### src/rtl/calendar_pkg.sv
// ============================================================================
// Module  : calendar_pkg
// Purpose : Month/weekday codes and Gregorian calendar helper functions.
// Rev     : 1.0  initial release
// ============================================================================
`default_nettype none

package calendar_pkg;

  localparam logic [3:0] MONTH_JAN = 4'd1;
  localparam logic [3:0] MONTH_FEB = 4'd2;
  localparam logic [3:0] MONTH_MAR = 4'd3;
  localparam logic [3:0] MONTH_APR = 4'd4;
  localparam logic [3:0] MONTH_MAY = 4'd5;
  localparam logic [3:0] MONTH_JUN = 4'd6;
  localparam logic [3:0] MONTH_JUL = 4'd7;
  localparam logic [3:0] MONTH_AUG = 4'd8;
  localparam logic [3:0] MONTH_SEP = 4'd9;
  localparam logic [3:0] MONTH_OCT = 4'd10;
  localparam logic [3:0] MONTH_NOV = 4'd11;
  localparam logic [3:0] MONTH_DEC = 4'd12;

  localparam logic [2:0] DOW_MON = 3'd0;
  localparam logic [2:0] DOW_TUE = 3'd1;
  localparam logic [2:0] DOW_WED = 3'd2;
  localparam logic [2:0] DOW_THU = 3'd3;
  localparam logic [2:0] DOW_FRI = 3'd4;
  localparam logic [2:0] DOW_SAT = 3'd5;
  localparam logic [2:0] DOW_SUN = 3'd6;

  function automatic logic is_leap(input logic [11:0] year);
    return ((year[1:0] == 2'b00) && ((year % 12'd100) != 12'd0)) ||
           ((year % 12'd400) == 12'd0);
  endfunction

  function automatic logic [4:0] days_in_month(input logic [3:0] month,
                                               input logic [11:0] year);
    logic [4:0] dim;
    case (month)
      MONTH_APR, MONTH_JUN, MONTH_SEP, MONTH_NOV: dim = 5'd30;
      MONTH_FEB: dim = is_leap(year) ? 5'd29 : 5'd28;
      default:   dim = 5'd31;
    endcase
    return dim;
  endfunction

endpackage

`default_nettype wire

### src/rtl/bin_to_bcd4.sv
// ============================================================================
// Module  : bin_to_bcd4
// Purpose : Combinational 12-bit binary to four-digit BCD (shift-add-3).
// Rev     : 1.0  initial release
// ============================================================================
`default_nettype none

module bin_to_bcd4 (
  input  logic [11:0] i_bin,
  output logic [3:0]  o_bcd_1s,
  output logic [3:0]  o_bcd_10s,
  output logic [3:0]  o_bcd_100s,
  output logic [3:0]  o_bcd_1000s
);

  // BCD digits live in bits [27:12]; the binary operand shifts out of [11:0].
  logic [27:0] w_shift;

  always_comb begin
    w_shift = {16'd0, i_bin};
    for (int i = 0; i < 12; i++) begin
      for (int d = 0; d < 4; d++) begin
        if (w_shift[12 + 4*d +: 4] >= 4'd5) begin
          w_shift[12 + 4*d +: 4] = w_shift[12 + 4*d +: 4] + 4'd3;
        end
      end
      w_shift = w_shift << 1;
    end
  end

  assign o_bcd_1s    = w_shift[15:12];
  assign o_bcd_10s   = w_shift[19:16];
  assign o_bcd_100s  = w_shift[23:20];
  assign o_bcd_1000s = w_shift[27:24];

endmodule

`default_nettype wire

### src/rtl/calendar_date.sv
// ============================================================================
// Module  : calendar_date
// Purpose : Day/month/year calendar advanced at midnight, with manual set
//           buttons and BCD outputs. Optional weekday via DAY_OF_WEEK_EN.
// Rev     : 1.0  initial release
// ============================================================================
`default_nettype none

module calendar_date
  import calendar_pkg::*;
#(
  parameter int unsigned YEAR_RESET = 2000,
  parameter int unsigned YEAR_MIN   = 2000,
  parameter int unsigned YEAR_MAX   = 2099
) (
  input  logic        clk_1hz,
  input  logic        time_reset,
  input  logic [4:0]  hour_in,
  input  logic        date_set,
  input  logic        day_inc,
  input  logic        day_dec,
  input  logic        month_inc,
  input  logic        month_dec,
  input  logic        year_inc,
  input  logic        year_dec,
  input  logic        dow_inc,
  output logic [4:0]  day_out,
  output logic [3:0]  month_out,
  output logic [11:0] year_out,
  output logic        date_rollover,
  output logic [3:0]  day_1s,
  output logic [3:0]  day_10s,
  output logic [3:0]  mon_1s,
  output logic [3:0]  mon_10s,
  output logic [3:0]  yr_1s,
  output logic [3:0]  yr_10s,
  output logic [3:0]  yr_100s,
  output logic [3:0]  yr_1000s,
  output logic [2:0]  dow_out
);

  localparam logic [11:0] c_year_reset = 12'(YEAR_RESET);
  localparam logic [11:0] c_year_min   = 12'(YEAR_MIN);
  localparam logic [11:0] c_year_max   = 12'(YEAR_MAX);

  logic [4:0]  r_prev_hour;
  logic [4:0]  r_day;
  logic [3:0]  r_month;
  logic [11:0] r_year;
  logic        r_rollover;

  logic        w_midnight;
  logic [4:0]  w_dim_cur;
  logic [11:0] w_year_up;
  logic [11:0] w_year_dn;
  logic [4:0]  w_day_nxt;
  logic [3:0]  w_month_nxt;
  logic [11:0] w_year_nxt;
  logic [4:0]  w_dim_nxt;
  logic        w_rollover_nxt;

  assign w_midnight = (r_prev_hour == 5'd23) && (hour_in == 5'd0);
  assign w_dim_cur  = days_in_month(r_month, r_year);
  assign w_year_up  = (r_year >= c_year_max) ? c_year_min : r_year + 12'd1;
  assign w_year_dn  = (r_year <= c_year_min) ? c_year_max : r_year - 12'd1;

  always_comb begin
    w_day_nxt      = r_day;
    w_month_nxt    = r_month;
    w_year_nxt     = r_year;
    w_rollover_nxt = 1'b0;
    if (!date_set) begin
      if (w_midnight) begin
        w_rollover_nxt = 1'b1;
        if (r_day < w_dim_cur) begin
          w_day_nxt = r_day + 5'd1;
        end else begin
          w_day_nxt = 5'd1;
          if (r_month == MONTH_DEC) begin
            w_month_nxt = MONTH_JAN;
            w_year_nxt  = w_year_up;
          end else begin
            w_month_nxt = r_month + 4'd1;
          end
        end
      end
    end else if (day_inc) begin
      w_day_nxt = (r_day >= w_dim_cur) ? 5'd1 : r_day + 5'd1;
    end else if (day_dec) begin
      w_day_nxt = (r_day <= 5'd1) ? w_dim_cur : r_day - 5'd1;
    end else if (month_inc) begin
      w_month_nxt = (r_month == MONTH_DEC) ? MONTH_JAN : r_month + 4'd1;
    end else if (month_dec) begin
      w_month_nxt = (r_month == MONTH_JAN) ? MONTH_DEC : r_month - 4'd1;
    end else if (year_inc) begin
      w_year_nxt = w_year_up;
    end else if (year_dec) begin
      w_year_nxt = w_year_dn;
    end
    // Keep the day legal when the month or year moves under it.
    w_dim_nxt = days_in_month(w_month_nxt, w_year_nxt);
    if (w_day_nxt > w_dim_nxt) begin
      w_day_nxt = w_dim_nxt;
    end
  end

  always_ff @(posedge clk_1hz) begin
    if (time_reset) begin
      r_prev_hour <= 5'd0;
      r_day       <= 5'd1;
      r_month     <= MONTH_JAN;
      r_year      <= c_year_reset;
      r_rollover  <= 1'b0;
    end else begin
      r_prev_hour <= hour_in;
      r_day       <= w_day_nxt;
      r_month     <= w_month_nxt;
      r_year      <= w_year_nxt;
      r_rollover  <= w_rollover_nxt;
    end
  end

  assign day_out       = r_day;
  assign month_out     = r_month;
  assign year_out      = r_year;
  assign date_rollover = r_rollover;

`ifdef DAY_OF_WEEK_EN
  logic [2:0] r_dow;
  logic       w_dow_step;

  // Manual weekday stepping only when no date button claims the edge.
  assign w_dow_step = date_set
                    ? (dow_inc && !(day_inc || day_dec || month_inc ||
                                    month_dec || year_inc || year_dec))
                    : w_midnight;

  always_ff @(posedge clk_1hz) begin
    if (time_reset) begin
      r_dow <= DOW_MON;
    end else if (w_dow_step) begin
      r_dow <= (r_dow == DOW_SUN) ? DOW_MON : r_dow + 3'd1;
    end
  end

  assign dow_out = r_dow;
`else
  logic w_unused_dow_inc;
  assign w_unused_dow_inc = dow_inc;
  assign dow_out          = 3'd0;
`endif

  logic [3:0] w_unused_day_100s;
  logic [3:0] w_unused_day_1000s;
  logic [3:0] w_unused_mon_100s;
  logic [3:0] w_unused_mon_1000s;

  bin_to_bcd4 u_bcd_day (
    .i_bin       ({7'd0, r_day}),
    .o_bcd_1s    (day_1s),
    .o_bcd_10s   (day_10s),
    .o_bcd_100s  (w_unused_day_100s),
    .o_bcd_1000s (w_unused_day_1000s)
  );

  bin_to_bcd4 u_bcd_month (
    .i_bin       ({8'd0, r_month}),
    .o_bcd_1s    (mon_1s),
    .o_bcd_10s   (mon_10s),
    .o_bcd_100s  (w_unused_mon_100s),
    .o_bcd_1000s (w_unused_mon_1000s)
  );

  bin_to_bcd4 u_bcd_year (
    .i_bin       (r_year),
    .o_bcd_1s    (yr_1s),
    .o_bcd_10s   (yr_10s),
    .o_bcd_100s  (yr_100s),
    .o_bcd_1000s (yr_1000s)
  );

endmodule

`default_nettype wire

### config.mk
export PLATFORM = sky130hd
export DESIGN_NAME = calendar_date
export DESIGN_NICKNAME = d
export VERILOG_FILES = /design/src/rtl/calendar_pkg.sv /design/src/rtl/bin_to_bcd4.sv /design/src/rtl/calendar_date.sv
export SDC_FILE = /design/constraint.sdc
export NUM_CORES = 1
export LEC_CHECK = 0
export ABC_AREA = 1
export CAP_MARGIN = 20
export CORE_UTILIZATION = 54
export CTS_CLUSTER_SIZE = 30
export DETAILED_ROUTE_END_ITERATION = 10
export PLACE_DENSITY = 0.87
export RECOVER_POWER = 25
export SETUP_SLACK_MARGIN = 0.5
export SLEW_MARGIN = 20
export SYNTH_ARGS = -nofsm -noshare
export SYNTH_HDL_FRONTEND = slang
export SYNTH_SLANG_ARGS = --single-unit
### constraint.sdc
create_clock -name clk_1hz -period 9.6 [get_ports clk_1hz]
set_input_delay 2.88 -clock clk_1hz [delete_from_list [all_inputs] [get_ports clk_1hz]]
set_output_delay 2.88 -clock clk_1hz [all_outputs]
set_load 0.01 [all_outputs]
# After elaboration in Yosys (flattened, before gate mapping)
# Index checks and enable logic that the tools add are counted.
[op_classes]
add_sub_neg = 56
n_div = 4
n_lt_le_gt_ge = 56
n_eq_ne = 13
muxes = 84
reduce_logical = 15
[ops]
columns = ["operator", "n"]
rows = [
  ["4-bit two-way mux", 44],
  ["4-bit by 3-bit >= comparator with 1-bit output (second input constant)", 42],
  ["12-bit two-way mux", 12],
  ["4-bit by 2-bit adder with 4-bit output (second input constant)", 32],
  ["3-bit two-way mux", 15],
  ["5-bit two-way mux", 8],
  ["3-bit by 2-bit adder with 3-bit output (second input constant)", 10],
  ["12-bit logical NOT", 2],
  ["12-bit by 7-bit remainder unit with 12-bit output (second input constant)", 2],
  ["12-bit by 9-bit remainder unit with 12-bit output (second input constant)", 2],
  ["12-bit nonzero test", 2],
  ["4-bit == test (second input constant)", 5],
  ["1-bit by 2-bit adder with 3-bit output (second input constant)", 6],
  ["1-bit by 3-bit >= comparator with 1-bit output (second input constant)", 6],
  ["4-bit by 3-bit == test with 1-bit output (second input constant)", 4],
  ["12-bit by 1-bit adder with 12-bit output (second input constant)", 1],
  ["12-bit >= comparator (second input constant)", 1],
  ["12-bit by 11-bit <= comparator with 1-bit output (second input constant)", 1],
  ["12-bit by 1-bit subtractor with 12-bit output (second input constant)", 1],
  ["4-bit by 2-bit == test with 1-bit output (second input constant)", 2],
  ["2-bit case mux with 2 select lines", 2],
  ["4-bit OR reduction", 2],
  ["1-bit by 2-bit adder with 3-bit output (both inputs constant)", 2],
  ["1-bit by 3-bit >= comparator with 1-bit output (both inputs constant)", 2],
  ["other kinds (16)", 22],
]
[word_totals]
reg_bits = 27
inputBits = 15
out_inout_bits = 57
wordCells = 233

# Longest topological paths before layout
[depth]
depth_word = 22
depth_mapped = 96
ltp_nobuf = 95

# By module
# A second synthesis with hierarchy kept.
[hier_totals]
hier_cells = 1888
area_unflattened_um2 = 10385.0
[modules_own_cells]
columns = ["module", "n_inst", "cells_per_inst", "area_each_um2", "seq_area_each_um2"]
rows = [
  ["bin_to_bcd4", 3, 355, 1896.8, 0.0],
  ["calendar_date", 1, 823, 4694.5, 540.5],
]

# Worst setup path after synthesis
# No wires, ideal clock.
[synth_timing]
path_kind = "register to output"
from = "reg r_year[9], in the netlist year_out[9]"
to = "out yr_100s[0]"
t_arrival_ps = 7661
required_ps = 6720
setup_slack_ps = -941
stages_incl_launch_ff = 53
n_path_buf = 1
path_cell_list = "dfxtp_1 -> buf_6 -> clkinv_2 -> ha_1 -> inv_1 -> ha_1 -> nor2_1 -> nor2_2 -> xor2_1 -> inv_1 -> ha_1 -> o21ai_1 -> nand2_1 -> xor2_1 -> inv_1 -> ha_1 -> o21ai_1 -> nor2_1 -> [17 not listed] -> inv_1 -> ha_1 -> a21oi_1 -> inv_1 -> nand2_1 -> xor2_1 -> inv_1 -> ha_1 -> o21ai_1 -> nand2_1 -> xor2_1 -> inv_1 -> ha_1 -> inv_1 -> o21ai_0 -> nand2_1 -> o31ai_1 -> a31oi_1"
[synth_between]
elab_chain_len = 18
elab_cells_between_ends = 48
cone_classes = "add/sub (16); order compare (16); mux (16)"
[synth_rtl]
columns = ["element", "line", "rtl"]
rows = [
  ["from (decl)", "calendar_date.sv:49", "logic [11:0] r_year;"],
  ["from (signal assigned)", "calendar_date.sv:112", "r_year <= c_year_reset;"],
  ["from (signal assigned)", "calendar_date.sv:118", "r_year <= w_year_nxt;"],
  ["4-bit by 2-bit adder with 4-bit output / 4-bit by 3-bit >= comparator with 1-bit output (equally long branches)", "bin_to_bcd4.sv:24, bin_to_bcd4.sv:23", ""],
  ["4-bit two-way mux *", "bin_to_bcd4.sv:23", "if (w_shift[12 + 4*d +: 4] >= 4'd5) begin"],
  ["4-bit by 2-bit adder with 4-bit output / 4-bit by 3-bit >= comparator with 1-bit output (equally long branches)", "bin_to_bcd4.sv:24, bin_to_bcd4.sv:23", ""],
  ["4-bit two-way mux", "bin_to_bcd4.sv:23", ""],
  ["4-bit by 2-bit adder with 4-bit output / 4-bit by 3-bit >= comparator with 1-bit output (equally long branches)", "bin_to_bcd4.sv:24, bin_to_bcd4.sv:23", ""],
  ["4-bit two-way mux", "bin_to_bcd4.sv:23", ""],
  ["4-bit by 3-bit >= comparator with 1-bit output / 4-bit by 2-bit adder with 4-bit output (equally long branches)", "bin_to_bcd4.sv:23, bin_to_bcd4.sv:24", ""],
  ["4-bit two-way mux", "bin_to_bcd4.sv:23", ""],
  ["[2 not listed]", "n/a", ""],
  ["4-bit by 2-bit adder with 4-bit output / 4-bit by 3-bit >= comparator with 1-bit output (equally long branches)", "bin_to_bcd4.sv:24, bin_to_bcd4.sv:23", ""],
  ["4-bit two-way mux", "bin_to_bcd4.sv:23", ""],
  ["4-bit by 2-bit adder with 4-bit output / 4-bit by 3-bit >= comparator with 1-bit output (equally long branches)", "bin_to_bcd4.sv:24, bin_to_bcd4.sv:23", ""],
  ["4-bit two-way mux", "bin_to_bcd4.sv:23", ""],
  ["4-bit by 2-bit adder with 4-bit output / 4-bit by 3-bit >= comparator with 1-bit output (equally long branches)", "bin_to_bcd4.sv:24, bin_to_bcd4.sv:23", ""],
  ["4-bit two-way mux", "bin_to_bcd4.sv:23", ""],
  ["4-bit by 2-bit adder with 4-bit output / 4-bit by 3-bit >= comparator with 1-bit output (equally long branches)", "bin_to_bcd4.sv:24, bin_to_bcd4.sv:23", ""],
  ["4-bit two-way mux *", "bin_to_bcd4.sv:23", ""],
  ["to (decl)", "calendar_date.sv:37", "output logic [3:0] yr_100s,"],
]
# Mark *: on every way between the ends. The rest lies on a longest branch, timed or not.

# Worst setup path in the final report
[layout_timing]
from = "reg r_year[9], in the netlist year_out[9]"
to = "out yr_100s[3]"
[layout_between]
elab_chain_len = 18
elab_cells_between_ends = 63
cone_classes = "add/sub (21); order compare (21); mux (21)"
[layout_rtl]
columns = ["element", "line"]
rows = [
  ["4-bit by 2-bit adder with 4-bit output / 4-bit by 3-bit >= comparator with 1-bit output (equally long branches)", "bin_to_bcd4.sv:24, bin_to_bcd4.sv:23"],
  ["4-bit two-way mux *", "bin_to_bcd4.sv:23"],
  ["4-bit by 2-bit adder with 4-bit output / 4-bit by 3-bit >= comparator with 1-bit output (equally long branches)", "bin_to_bcd4.sv:24, bin_to_bcd4.sv:23"],
  ["4-bit two-way mux", "bin_to_bcd4.sv:23"],
  ["4-bit by 2-bit adder with 4-bit output / 4-bit by 3-bit >= comparator with 1-bit output (equally long branches)", "bin_to_bcd4.sv:24, bin_to_bcd4.sv:23"],
  ["4-bit two-way mux", "bin_to_bcd4.sv:23"],
  ["4-bit by 2-bit adder with 4-bit output / 4-bit by 3-bit >= comparator with 1-bit output (equally long branches)", "bin_to_bcd4.sv:24, bin_to_bcd4.sv:23"],
  ["4-bit two-way mux", "bin_to_bcd4.sv:23"],
  ["[2 not listed]", "n/a"],
  ["4-bit by 2-bit adder with 4-bit output / 4-bit by 3-bit >= comparator with 1-bit output (equally long branches)", "bin_to_bcd4.sv:24, bin_to_bcd4.sv:23"],
  ["4-bit two-way mux", "bin_to_bcd4.sv:23"],
  ["4-bit by 2-bit adder with 4-bit output / 4-bit by 3-bit >= comparator with 1-bit output (equally long branches)", "bin_to_bcd4.sv:24, bin_to_bcd4.sv:23"],
  ["4-bit two-way mux", "bin_to_bcd4.sv:23"],
  ["4-bit by 2-bit adder with 4-bit output / 4-bit by 3-bit >= comparator with 1-bit output (equally long branches)", "bin_to_bcd4.sv:24, bin_to_bcd4.sv:23"],
  ["4-bit two-way mux", "bin_to_bcd4.sv:23"],
  ["4-bit by 2-bit adder with 4-bit output / 4-bit by 3-bit >= comparator with 1-bit output (equally long branches)", "bin_to_bcd4.sv:24, bin_to_bcd4.sv:23"],
  ["4-bit two-way mux *", "bin_to_bcd4.sv:23"],
]
# Marks and branches as above.

==> impl_metrics.toml <==
[yosys]
yosys_warnings = 0
synth_cell_types = 58
yosys.area.top_type = "nand2_1"
synth_area_sq_um = 7340
avgSynthCellArea_sq_um = 5.70
synth_top_area_share = 0.177
netlist_top_cells_area = "nand2_1, ha_1, inv_1"
yosysSeqAreaShare = 0.0736
ys_seq_elements = 27
syn_inst = 1288

[drt]
finalWirelength_um = 28300
dr.first_iter.drc_count = 1015
drt-met1-wl_um = 9740
route.detailed.drc = 0
num_vias = 9914
routed.top_layer = "met4"
dr_wl_met2_um = 13900
routed_via_density = 5.77
first_pass_iters = 8
wl_met3_um = 2540
postRouteAntennaNets = 0
wire_per_inst_um = 16.5

[sta]
hold_viol = 0
whs_ns = 0.604
postLayoutSetupSlackWorst_ns = -1.93
max_freq_mhz = 86.8
relSlewSlack = 0.449
drv_slew = 0
finalSetupViolCount = 13
finalCritPeriodShare = 1.20
tns_ns = -15.39
min_period_ns = 11.53
tightest_slew_ns = 0.824
rsz0062_at_grt = "true"
fin_skew_ns = 0.00617

[critical_path]
cp_data_arrival_time_ns = 8.65
crit_buf_inv = 16
max_stage_delay_ns = 0.39
cp_data_required_time_ns = 6.72
r2r_slack_ns = 0.03
timing.rr.start = "year_out[9]$_SDFF_PP1_"
cp_top_family = "compound AO/OA/AOI/OAI gates"
cp_slowest_cell = "dfxtp_4"
worst_setup_path_end_kind = "primary output"
critical_path_class = "reg -> out"
rr_worst_depth = 90
critPathMaxFanout = 4
worstReg2RegEnd = "day_out[0]$_SDFF_PP1_"
cp-start-kind = "register"

[floorplanning]
dieWidth_um = 119
start_util = 0.554
dieArea_sq_um = 14100
fp-row-count = 42
die_y_um = 119
pin_count = 72
core_sq_um = 13200

[place]
io_buffers = 61
gp_congestion = 0.930
pre_cts_slack_ns = -1.02
post-dp-hpwl_um = 15700

[min_path]
hold_path.class = "reg -> reg"
hold_depth = 3
hold_start = "r_prev_hour[3]$_SDFF_PP0_"
whs_endpoint = "date_rollover$_SDFF_PP0_"

[power]
p_total_mw = 3.33
power_density_nw_per_um2 = 312
p_sw_frac = 0.539
internal_power_mw = 1.54
power.share.clock = 0.031
pwr-share-seq = 0.038
ir_drop_mv = 0.249
leakagePower_nw = 5.37
power_frac_comb = 0.930
p_switching_mw = 1.80

[clocking]
cts_sinks = 27
tritoncts = "done"
insertion_delay_ns = 0.28
h-tree-depth = 1
cts_made_buffers = 3
clockRootBuffer = "clkbuf_16"
path_clk_slew_ns = 0.07
clockBufferDepth = 2

[layout]
drive_gt1_frac = 0.363
num-nets-final = 1626
syn_to_final_growth_pct = 45.4
nFillCells = 879

[grt]
antenna_found_initial = 1
grt_pass1_wl_um = 40000
grt_pass1_vias = 9128
gr-total-overflow = 0
grt_max_degree = 26
grt_use_total = 0.336

[status]
status = "finished with violations"
violations = "negative setup slack"

[run]
cap_violations = 0
-- synthesized netlist by cell type, drive strengths merged --
cell	count
nor3b	1
a21boi	1
nor4	5
a211oi	1
xor2	40
o211ai	20
and2	3
a21oi	65
o31ai	1
nor2	143
o311ai	1
ha	68
nand3b	5
conb	1
nand2	396
a31oi	3
a32oi	2
xnor2	2
buf	35
o21a	1
dfxtp	27
nor3	2
clkinv	8
o221ai	1
a32o	1
nand4	16
o22ai	6
a221o	1
mux2i	1
o21bai	2
a21o	1
a22oi	1
or2	4
clkbuf	4
a211o	1
o21ai	111
nand3	100
o32ai	1
inv	206
-- placed cells by master, fill, tap and decap left out, types with 4 or more instances in the layout --
cell	n
nand3_1	80
nand3_2	15
o21ai_4	12
inv_2	57
a21oi_1	50
o21ai_1	19
inv_4	9
nand2_1	314
buf_6	4
nand2_2	61
o21ai_0	53
clkdlybuf4s50_1	37
nor2_4	16
xor2_4	5
xor2_2	10
nand4_1	13
dfxtp_1	24
nand2_4	21
ha_4	28
o22ai_1	6
clkinv_1	7
dlygate4sd3_1	10
ha_1	32
conb_1	9
a21oi_2	12
nor2_1	108
inv_1	140
ha_2	8
nor4_1	5
o211ai_1	19
buf_2	13
buf_4	214
nor2_2	19
nand3b_1	5
o21ai_2	27
nand3_4	5
xor2_1	25
-- layout make-up --
cell class	instances	area (sq um)	share of cell area
repair buffers	281	2220	0.208
flip-flops and latches	27	549	0.0515
inverters	214	838	0.0785
diodes	1	2.50	0.000234
multi-input cells	1016	6760	0.633
clock buffers	3	75.1	0.00703
well taps	176	220	0.0206
clock inverters	1	8.76	0.000821
-- sequential cells by signal, indices dropped and copies added, names as in the netlist --
name	count
year_out	12
day_out	5
date_rollover	1
r_prev_hour	5
month_out	4
-- cell families after synthesis --
group                    count (synthesis)  share of synthesized area
AND/OR/NAND/NOR                        675                      0.436
other                                    1                   0.000511
buffers and inverters                  253                      0.147
XOR/XNOR                                42                     0.0501
adder cells (fa/ha/maj)                 68                      0.116
multiplexers                             1                    0.00136
flip-flops                              27                     0.0736
AO/OA/AOI/OAI                          221                      0.175
-- per-layer routing --
layer  vias to the layer above  GRT usage
met5                         -          0
met2                       600      0.645
met1                      4481      0.360
met4                         0      0.161
met3                       224     0.0386
li1                       4609          -
-- stage by stage --
stage / std cells / instance area (sq um) / util
2_1_floorplan: 1296 / 7600 / -
3_3_place_gp: 1626 / 9140 / 0.690
3_5_place_dp: 1626 / 9140 / 0.690
4_1_cts: 1699 / 9990 / 0.754
5_1_grt: 1718 / 10700 / 0.806
6_report: 1719 / 10700 / 0.806
-- power groups by stage --
stage | Clock, mW | Combinational, mW | Sequential (mW)
after global placement | 0 | 1.98 | 0.129
final | 0.105 | 3.10 | 0.127
after floorplan | 0 | 1.23 | 0.129
after global routing | 0.110 | 3.32 | 0.128
after detailed placement | 0 | 2.07 | 0.129
after CTS | 0.106 | 2.30 | 0.127
-- tightest hold or removal path: stages (launching register included) --
cell	delay, ns
dfxtp_1	0.33
nor4_1	0.08
inv_1	0.09
nor3_1	0.06
-- repair_timing --
| item | in CTS | in global routing |
|---|---|---|
| setup endpoints to repair | 16 | 16 |
| hold endpoints to repair | 0 | 0 |
| hold buffers | 0 | 0 |
| buffers inserted | 69 | 19 |
| gates resized for setup | 143 | 99 |
| pin swaps | 65 | 54 |
-- worst max path at each step --
stage	startpoint	to	cells past startpoint
finish	year_out[9]$_SDFF_PP1_	yr_100s[3]	51
floorplan	year_out[9]$_SDFF_PP1_	yr_100s[0]	56
global route	year_out[9]$_SDFF_PP1_	yr_100s[3]	51
CTS	year_out[9]$_SDFF_PP1_	yr_1s[2]	53
global placement	year_out[10]$_SDFF_PP1_	yr_100s[0]	58
detailed placement	year_out[10]$_SDFF_PP1_	yr_100s[0]	57
(Power assumes the default switching activity.)
